--- src/rtl/instr_fetch_pkg.sv ---
// Shared widths, reset PC and fetch FSM state type for instr_fetch.
// Also holds the branch-target helper used by the PC update path.
package instr_fetch_pkg;

    localparam int INSTR_W = 32;
    localparam int ADDR_W  = 32;

    localparam logic [ADDR_W-1:0] RESET_PC = '0;

    typedef enum logic [1:0] {
        FS_IDLE = 2'd0,
        FS_REQ  = 2'd1,
        FS_HOLD = 2'd2
    } fetch_state_e;

    // Word offset scaled to bytes; the sum wraps modulo 2^ADDR_W.
    function automatic logic [ADDR_W-1:0] branch_target(
        input logic [ADDR_W-1:0] pc4,
        input logic [ADDR_W-1:0] off
    );
        return pc4 + (off << 2);
    endfunction

endpackage

--- src/rtl/fetch_buf.sv ---
// One-entry prefetch buffer: holds a fetched word and its PC.
// Flush wins over write; a read empties the entry.
module fetch_buf
    import instr_fetch_pkg::*;
(
    input  logic               clk_i,
    input  logic               rst_i,
    input  logic               wr_i,
    input  logic [INSTR_W-1:0] wr_data_i,
    input  logic [ADDR_W-1:0]  wr_pc_i,
    input  logic               rd_i,
    input  logic               flush_i,
    output logic [INSTR_W-1:0] data_o,
    output logic [ADDR_W-1:0]  pc_o,
    output logic               valid_o
);

    logic               r_valid;
    logic [INSTR_W-1:0] r_data;
    logic [ADDR_W-1:0]  r_pc;

    always_ff @(posedge clk_i or negedge rst_i) begin
        if (!rst_i) begin
            r_valid <= 1'b0;
            r_data  <= '0;
            r_pc    <= '0;
        end else if (flush_i) begin
            r_valid <= 1'b0;
        end else if (wr_i) begin
            r_valid <= 1'b1;
            r_data  <= wr_data_i;
            r_pc    <= wr_pc_i;
        end else if (rd_i) begin
            r_valid <= 1'b0;
        end
    end

    assign data_o  = r_data;
    assign pc_o    = r_pc;
    assign valid_o = r_valid;

endmodule

--- src/rtl/instr_fetch.sv ---
// Instruction fetch stage: IDLE/REQ/HOLD FSM with valid/ready output.
// Define IF_PREFETCH_EN to fetch pc+4 during HOLD into fetch_buf.
module instr_fetch
    import instr_fetch_pkg::*;
(
    input  logic               clk_i,
    input  logic               rst_i,
    output logic               imem_req_o,
    output logic [ADDR_W-1:0]  imem_addr_o,
    input  logic               imem_ack_i,
    input  logic [INSTR_W-1:0] imem_data_i,
    output logic [INSTR_W-1:0] instr_o,
    output logic               instr_valid_o,
    input  logic               instr_ready_i,
    output logic [ADDR_W-1:0]  pc_o,
    output logic [ADDR_W-1:0]  pc_plus4_o,
    input  logic               branch_taken_i,
    input  logic [ADDR_W-1:0]  branch_offset_i
);

    fetch_state_e r_state;
    fetch_state_e w_next_state;

    logic [ADDR_W-1:0]  r_pc;
    logic [INSTR_W-1:0] r_instr;

    logic               w_hs;
    logic [ADDR_W-1:0]  w_pc_plus4;
    logic [ADDR_W-1:0]  w_next_pc;
    logic               w_req;
    logic [ADDR_W-1:0]  w_addr;
    logic               w_valid;
    logic               w_ld;
    logic [INSTR_W-1:0] w_ld_data;
    logic               w_pc_we;
    logic [ADDR_W-1:0]  w_pc_d;

    assign w_pc_plus4 = r_pc + 32'd4;
    assign w_hs       = (r_state == FS_HOLD) && instr_ready_i;
    assign w_next_pc  = branch_taken_i
                      ? branch_target(w_pc_plus4, branch_offset_i)
                      : w_pc_plus4;

`ifdef IF_PREFETCH_EN
    logic               w_buf_valid;
    logic [INSTR_W-1:0] w_buf_data;
    logic [ADDR_W-1:0]  w_buf_pc;
    logic               w_buf_wr;
    logic               w_buf_rd;
    logic               w_flush;
    logic               w_pf_req;
    logic               r_discard;
    logic [ADDR_W-1:0]  r_stale_addr;

    // Prefetch stays requested until acked, since the buffer stays empty.
    assign w_pf_req = (r_state == FS_HOLD) && !w_buf_valid;

    fetch_buf u_fetch_buf (
        .clk_i     (clk_i),
        .rst_i     (rst_i),
        .wr_i      (w_buf_wr),
        .wr_data_i (imem_data_i),
        .wr_pc_i   (w_pc_plus4),
        .rd_i      (w_buf_rd),
        .flush_i   (w_flush),
        .data_o    (w_buf_data),
        .pc_o      (w_buf_pc),
        .valid_o   (w_buf_valid)
    );

    // A branch abandons an unacked prefetch; its ack must be swallowed.
    always_ff @(posedge clk_i or negedge rst_i) begin
        if (!rst_i) begin
            r_discard    <= 1'b0;
            r_stale_addr <= '0;
        end else if (w_hs && branch_taken_i && w_pf_req && !imem_ack_i) begin
            r_discard    <= 1'b1;
            r_stale_addr <= w_pc_plus4;
        end else if (r_state == FS_REQ && r_discard && imem_ack_i) begin
            r_discard    <= 1'b0;
        end
    end
`endif

    always_comb begin
        w_next_state = r_state;
        w_req        = 1'b0;
        w_addr       = r_pc;
        w_valid      = 1'b0;
        w_ld         = 1'b0;
        w_ld_data    = imem_data_i;
        w_pc_we      = w_hs;
        w_pc_d       = w_next_pc;
`ifdef IF_PREFETCH_EN
        w_buf_wr     = 1'b0;
        w_buf_rd     = 1'b0;
        w_flush      = 1'b0;
`endif
        unique case (r_state)
            FS_IDLE: begin
                w_next_state = FS_REQ;
            end
            FS_REQ: begin
                w_req = 1'b1;
`ifdef IF_PREFETCH_EN
                if (r_discard) begin
                    w_addr = r_stale_addr;
                end else if (imem_ack_i) begin
                    w_ld         = 1'b1;
                    w_next_state = FS_HOLD;
                end
`else
                if (imem_ack_i) begin
                    w_ld         = 1'b1;
                    w_next_state = FS_HOLD;
                end
`endif
            end
            FS_HOLD: begin
                w_valid = 1'b1;
`ifdef IF_PREFETCH_EN
                w_req  = w_pf_req;
                w_addr = w_pc_plus4;
                if (w_hs) begin
                    if (branch_taken_i) begin
                        w_flush      = 1'b1;
                        w_next_state = FS_REQ;
                    end else if (w_buf_valid) begin
                        w_ld      = 1'b1;
                        w_ld_data = w_buf_data;
                        w_pc_d    = w_buf_pc;
                        w_buf_rd  = 1'b1;
                    end else if (imem_ack_i) begin
                        w_ld = 1'b1;
                    end else begin
                        w_next_state = FS_REQ;
                    end
                end else if (w_pf_req && imem_ack_i) begin
                    w_buf_wr = 1'b1;
                end
`else
                if (instr_ready_i) begin
                    w_next_state = FS_REQ;
                end
`endif
            end
            default: begin
                w_next_state = FS_IDLE;
            end
        endcase
    end

    always_ff @(posedge clk_i or negedge rst_i) begin
        if (!rst_i) begin
            r_state <= FS_IDLE;
            r_pc    <= RESET_PC;
            r_instr <= '0;
        end else begin
            r_state <= w_next_state;
            if (w_ld) begin
                r_instr <= w_ld_data;
            end
            if (w_pc_we) begin
                r_pc <= w_pc_d;
            end
        end
    end

    assign imem_req_o    = w_req;
    assign imem_addr_o   = w_addr;
    assign instr_o       = r_instr;
    assign instr_valid_o = w_valid;
    assign pc_o          = r_pc;
    assign pc_plus4_o    = w_pc_plus4;

endmodule

--- config.mk ---
export PLATFORM = sky130hd
export DESIGN_NAME = instr_fetch
export DESIGN_NICKNAME = d
export VERILOG_FILES = /design/src/rtl/instr_fetch_pkg.sv /design/src/rtl/fetch_buf.sv /design/src/rtl/instr_fetch.sv
export SDC_FILE = /design/constraint.sdc
export NUM_CORES = 1
export LEC_CHECK = 0
export BUFFER_PORTS_ARGS = -buffer_cell sky130_fd_sc_hd__buf_2
export CORE_UTILIZATION = 45
export CTS_BUF_LIST = sky130_fd_sc_hd__clkbuf_4 sky130_fd_sc_hd__clkbuf_8 sky130_fd_sc_hd__clkbuf_16
export DETAILED_ROUTE_END_ITERATION = 8
export GPL_TIMING_DRIVEN = 0
export PLACE_DENSITY = 0.85
export SETUP_SLACK_MARGIN = 0.4
export SYNTH_ARGS = -nofsm -noshare
export SYNTH_HDL_FRONTEND = slang
export SYNTH_SLANG_ARGS = --single-unit
--- constraint.sdc ---
create_clock -name clk_i -period 4 [get_ports clk_i]
set_input_delay 0.4 -clock clk_i [delete_from_list [all_inputs] [get_ports clk_i]]
set_output_delay 0.4 -clock clk_i [all_outputs]
set_load 0.02 [all_outputs]
==> impl_metrics.py <==
metrics = {
    "outcome": {
        "status": "complete, no violations",
    },
    "timing": {
        "rsz0062_at_grt": "true",
        "slew_headroom_pct": 44.36,
        "maxSlewViolCount": 0,
        "finalSetupViolCount": 0,
        "period_needed_ns": 3.819,
        "worst_slew_pin_slew_ns": 0.8345,
        "fin_crit_sh_pct": 95.48,
        "holdWs_ns": 0.1715,
        "hold_viol_final": 0,
        "skew_ns": 0.01003,
        "max_freq_ghz": 0.2618,
    },
    "layout": {
        "drive_gt1_share_pct": 46.62,
        "n_fill_cell": 930,
        "num_antenna_cells": 0,
        "nets": 944,
        "multi_input_area_sq_um": 3626,
        "fin_cells": 986,
        "ff_latch_area_sq_um": 1620,
        "syn_to_final_growth_pct": 42.11,
    },
    "setup_path": {
        "crit_arrival_ns": 4.00,
        "slowest_stage": "o41ai_2",
        "max_stage_delay_ns": 0.43,
        "crit_family": "simple AND/OR/NAND/NOR gates",
        "worstPathRequired_ns": 4.18,
        "critical_path_class": "reg -> reg",
        "crit_top_cell": "and3_4",
        "end_kind": "register",
        "cp-start-kind": "register",
        "path_cells": "ha_4 -> nand2_4 -> nor3_4 -> and3_4 -> buf_6 -> and3_4 -> buf_6 -> buf_4 -> nand3_2 -> xnor2_2 -> ha_4 -> a21oi_1 -> nand2_2 -> a2111oi_4 -> nor2_1 -> o41ai_2 -> xnor2_1 -> and3_4 -> o31ai_4",
        "critPathBufInv": 3,
        "critical_path_peak_fanout": 6,
    },
    "place": {
        "io_buffers": 189,
        "dp_cells": 932,
        "gp_congestion": 0.8855,
        "hpwl_um": 11990,
    },
    "cts": {
        "cts_buffers": 9,
        "cts_tree": "built",
        "clkLatencyLatePin_ns": 0.33,
        "h-tree-depth": 3,
        "cts_buffer_depth": 2,
        "clkTransAtPathRegs_ns": 0.06,
        "root_buffer": "clkbuf_16",
        "cts_sinks": 64,
    },
    "global_route": {
        "grt-ovfl-total": 0,
        "grt_start_max_net_pins": 65,
        "grt_antenna_before_repair": 0,
        "grt_pass1_wl_um": 24630,
        "grt_use_total_pct": 26.65,
        "grt_pass1_vias": 4934,
    },
    "synth": {
        "synth_common_cells": "dfrtp_1 (64), nand2_1 (47), a21oi_1 (44)",
        "netlist_instances": 595,
        "ys_seq_elements": 64,
        "yosys.area.top_type": "dfrtp_1",
        "ys.flop_type": "dfrtp_1",
        "yosys-top-cells-area": "dfrtp_1 (31%), ha_1 (8.6%), mux2_2 (6.9%)",
        "synth-seq-area-share_pct": 30.62,
        "synthArstFlopShare_pct": 100.0,
        "ys_types": 59,
        "synth_top_area_share_pct": 30.62,
        "synth.avg_cell_area_sq_um": 8.790,
        "netlist_area_sq_um": 5230,
        "yosysWarnings": 0,
        "synth_edf_count": 0,
        "yosysMostFrequentCell": "dfrtp_1",
    },
    "routing": {
        "vias_per_cell": 5.580,
        "routedWlPerCell_um": 17.24,
        "drtIter0Drc": 361,
        "wl_um": 17000,
        "dr_total_vias": 5502,
        "drt-pass1-iter-count": 7,
        "ant_nets": 0,
        "drc": 0,
    },
    "hold_path": {
        "worst_hold_path_type": "in -> async",
    },
    "floorplanning": {
        "chipHeight_um": 109.8,
        "rows": 39,
        "die_area_sq_um": 12060,
        "die_x_um": 109.8,
        "start_util_pct": 46.00,
        "ios": 199,
        "core-area_sq_um": 11370,
    },
    "pwr": {
        "power.leakage_uw": 0.003651,
        "powerDensity_nw_per_um2": 875.5,
        "ir_worst_vdd_v": 0.0006949,
        "power.total_uw": 6507,
    },
    "run": {
        "cap_violations": 0,
    },
}
layer usage:
metal,share of wire (%),GRT usage (%)
met1,39,35.08
met2,51,45.40
met3,8.0,4.209
met4,1.9,6.762
met5,0,0
logic make-up (layout without fill, tap and decap cells):
family	Yosys count	in the layout	share of synthesized area, %
AO/OA/AOI/OAI	155	155	19.33
flip-flops	64	64	30.62
AND/OR/NAND/NOR	175	175	16.20
adder cells (fa/ha/maj)	37	37	8.995
buffers and inverters	74	317	8.182
multiplexers	39	39	8.230
XOR/XNOR	50	50	8.373
other	1	6	0.07170
final timing paths:
kind,start,endpoint,slack (ns),depth (start not counted)
max,imem_addr_o[3],imem_addr_o[31],0.18,19
min,rst_i,instr_o[5],0.17,1
max reg2reg,imem_addr_o[3],imem_addr_o[31],0.18,19
min reg2reg,instr_o[30],instr_o[30],0.50,1
max in group asynchronous,rst_i,imem_addr_o[16],3.23,1
min in group clk_i,imem_ack_i,r_state[0],0.30,2
registers in the layout, summed over array words and instances (netlist names):
register	cells
imem_addr_o	30
r_state	2
instr_o	32
power breakdown:
| part | switching (uW) | internal (uW) |
|---|---|---|
| Sequential | 381 | 972 |
| Combinational | 2460 | 1820 |
| Clock | 308 | 565 |
cell type report:
cell class | count | area share [%]
sequential | 64 | 21.80
buffer | 63 | 5.404
clock inverter | 6 | 1.229
multi-input combinational | 462 | 48.79
clock buffer | 10 | 3.215
tap | 143 | 2.407
inverter | 11 | 0.5556
timing repair buffer | 227 | 16.60
layout by cell type, fill, tap and decap left out, drive strengths merged, types with 7 or more instances in the layout:
master | Yosys | layout
a21o | 14 | 14
a21oi | 44 | 44
a22oi | 9 | 9
and3 | 14 | 14
buf | 39 | 266
clkbuf | 24 | 34
dfrtp | 64 | 64
ha | 36 | 36
inv | 11 | 12
mux2 | 32 | 32
mux2i | 7 | 7
nand2 | 47 | 47
nand3 | 30 | 30
nand4 | 12 | 12
nor2 | 40 | 40
nor2b | 7 | 7
nor3 | 9 | 9
o21ai | 41 | 41
xnor2 | 30 | 30
xor2 | 20 | 20
worst reg2reg max path: cells and delay by family, from the launching register on:
family	cells	cell delay [ns]
AOI/OAI and AO/OA	4	0.92
xor gates and xnor gates	2	0.47
buffers and inverters	3	0.35
adders and majority gates	2	0.42
and+or+nand+nor	8	1.12
DFF	1	0.39
timing repair:
action | CTS | global route
gates resized for setup | 37 | 32
endpoints found under the setup margin | 9 | 11
hold buffers | 0 | 0
pin swaps | 19 | 20
setup buffers | 21 | 17
through the flow:
stage | instance area [sq um] | TNS (ns) | util, % | worst slack (ns)
after global placement | 6515 | -0.1538 | 57.30 | -0.1511
after floorplan | 5390 | 0 | - | 0.1751
after global routing | 7432 | -0.02733 | 65.37 | -0.02733
after CTS | 7143 | 0 | 62.83 | 0.2608
after detailed placement | 6518 | -0.2148 | 57.32 | -0.1815
final | 7432 | 0 | 65.37 | 0.1808
Note: power is estimated with default switching activity, not from simulation.
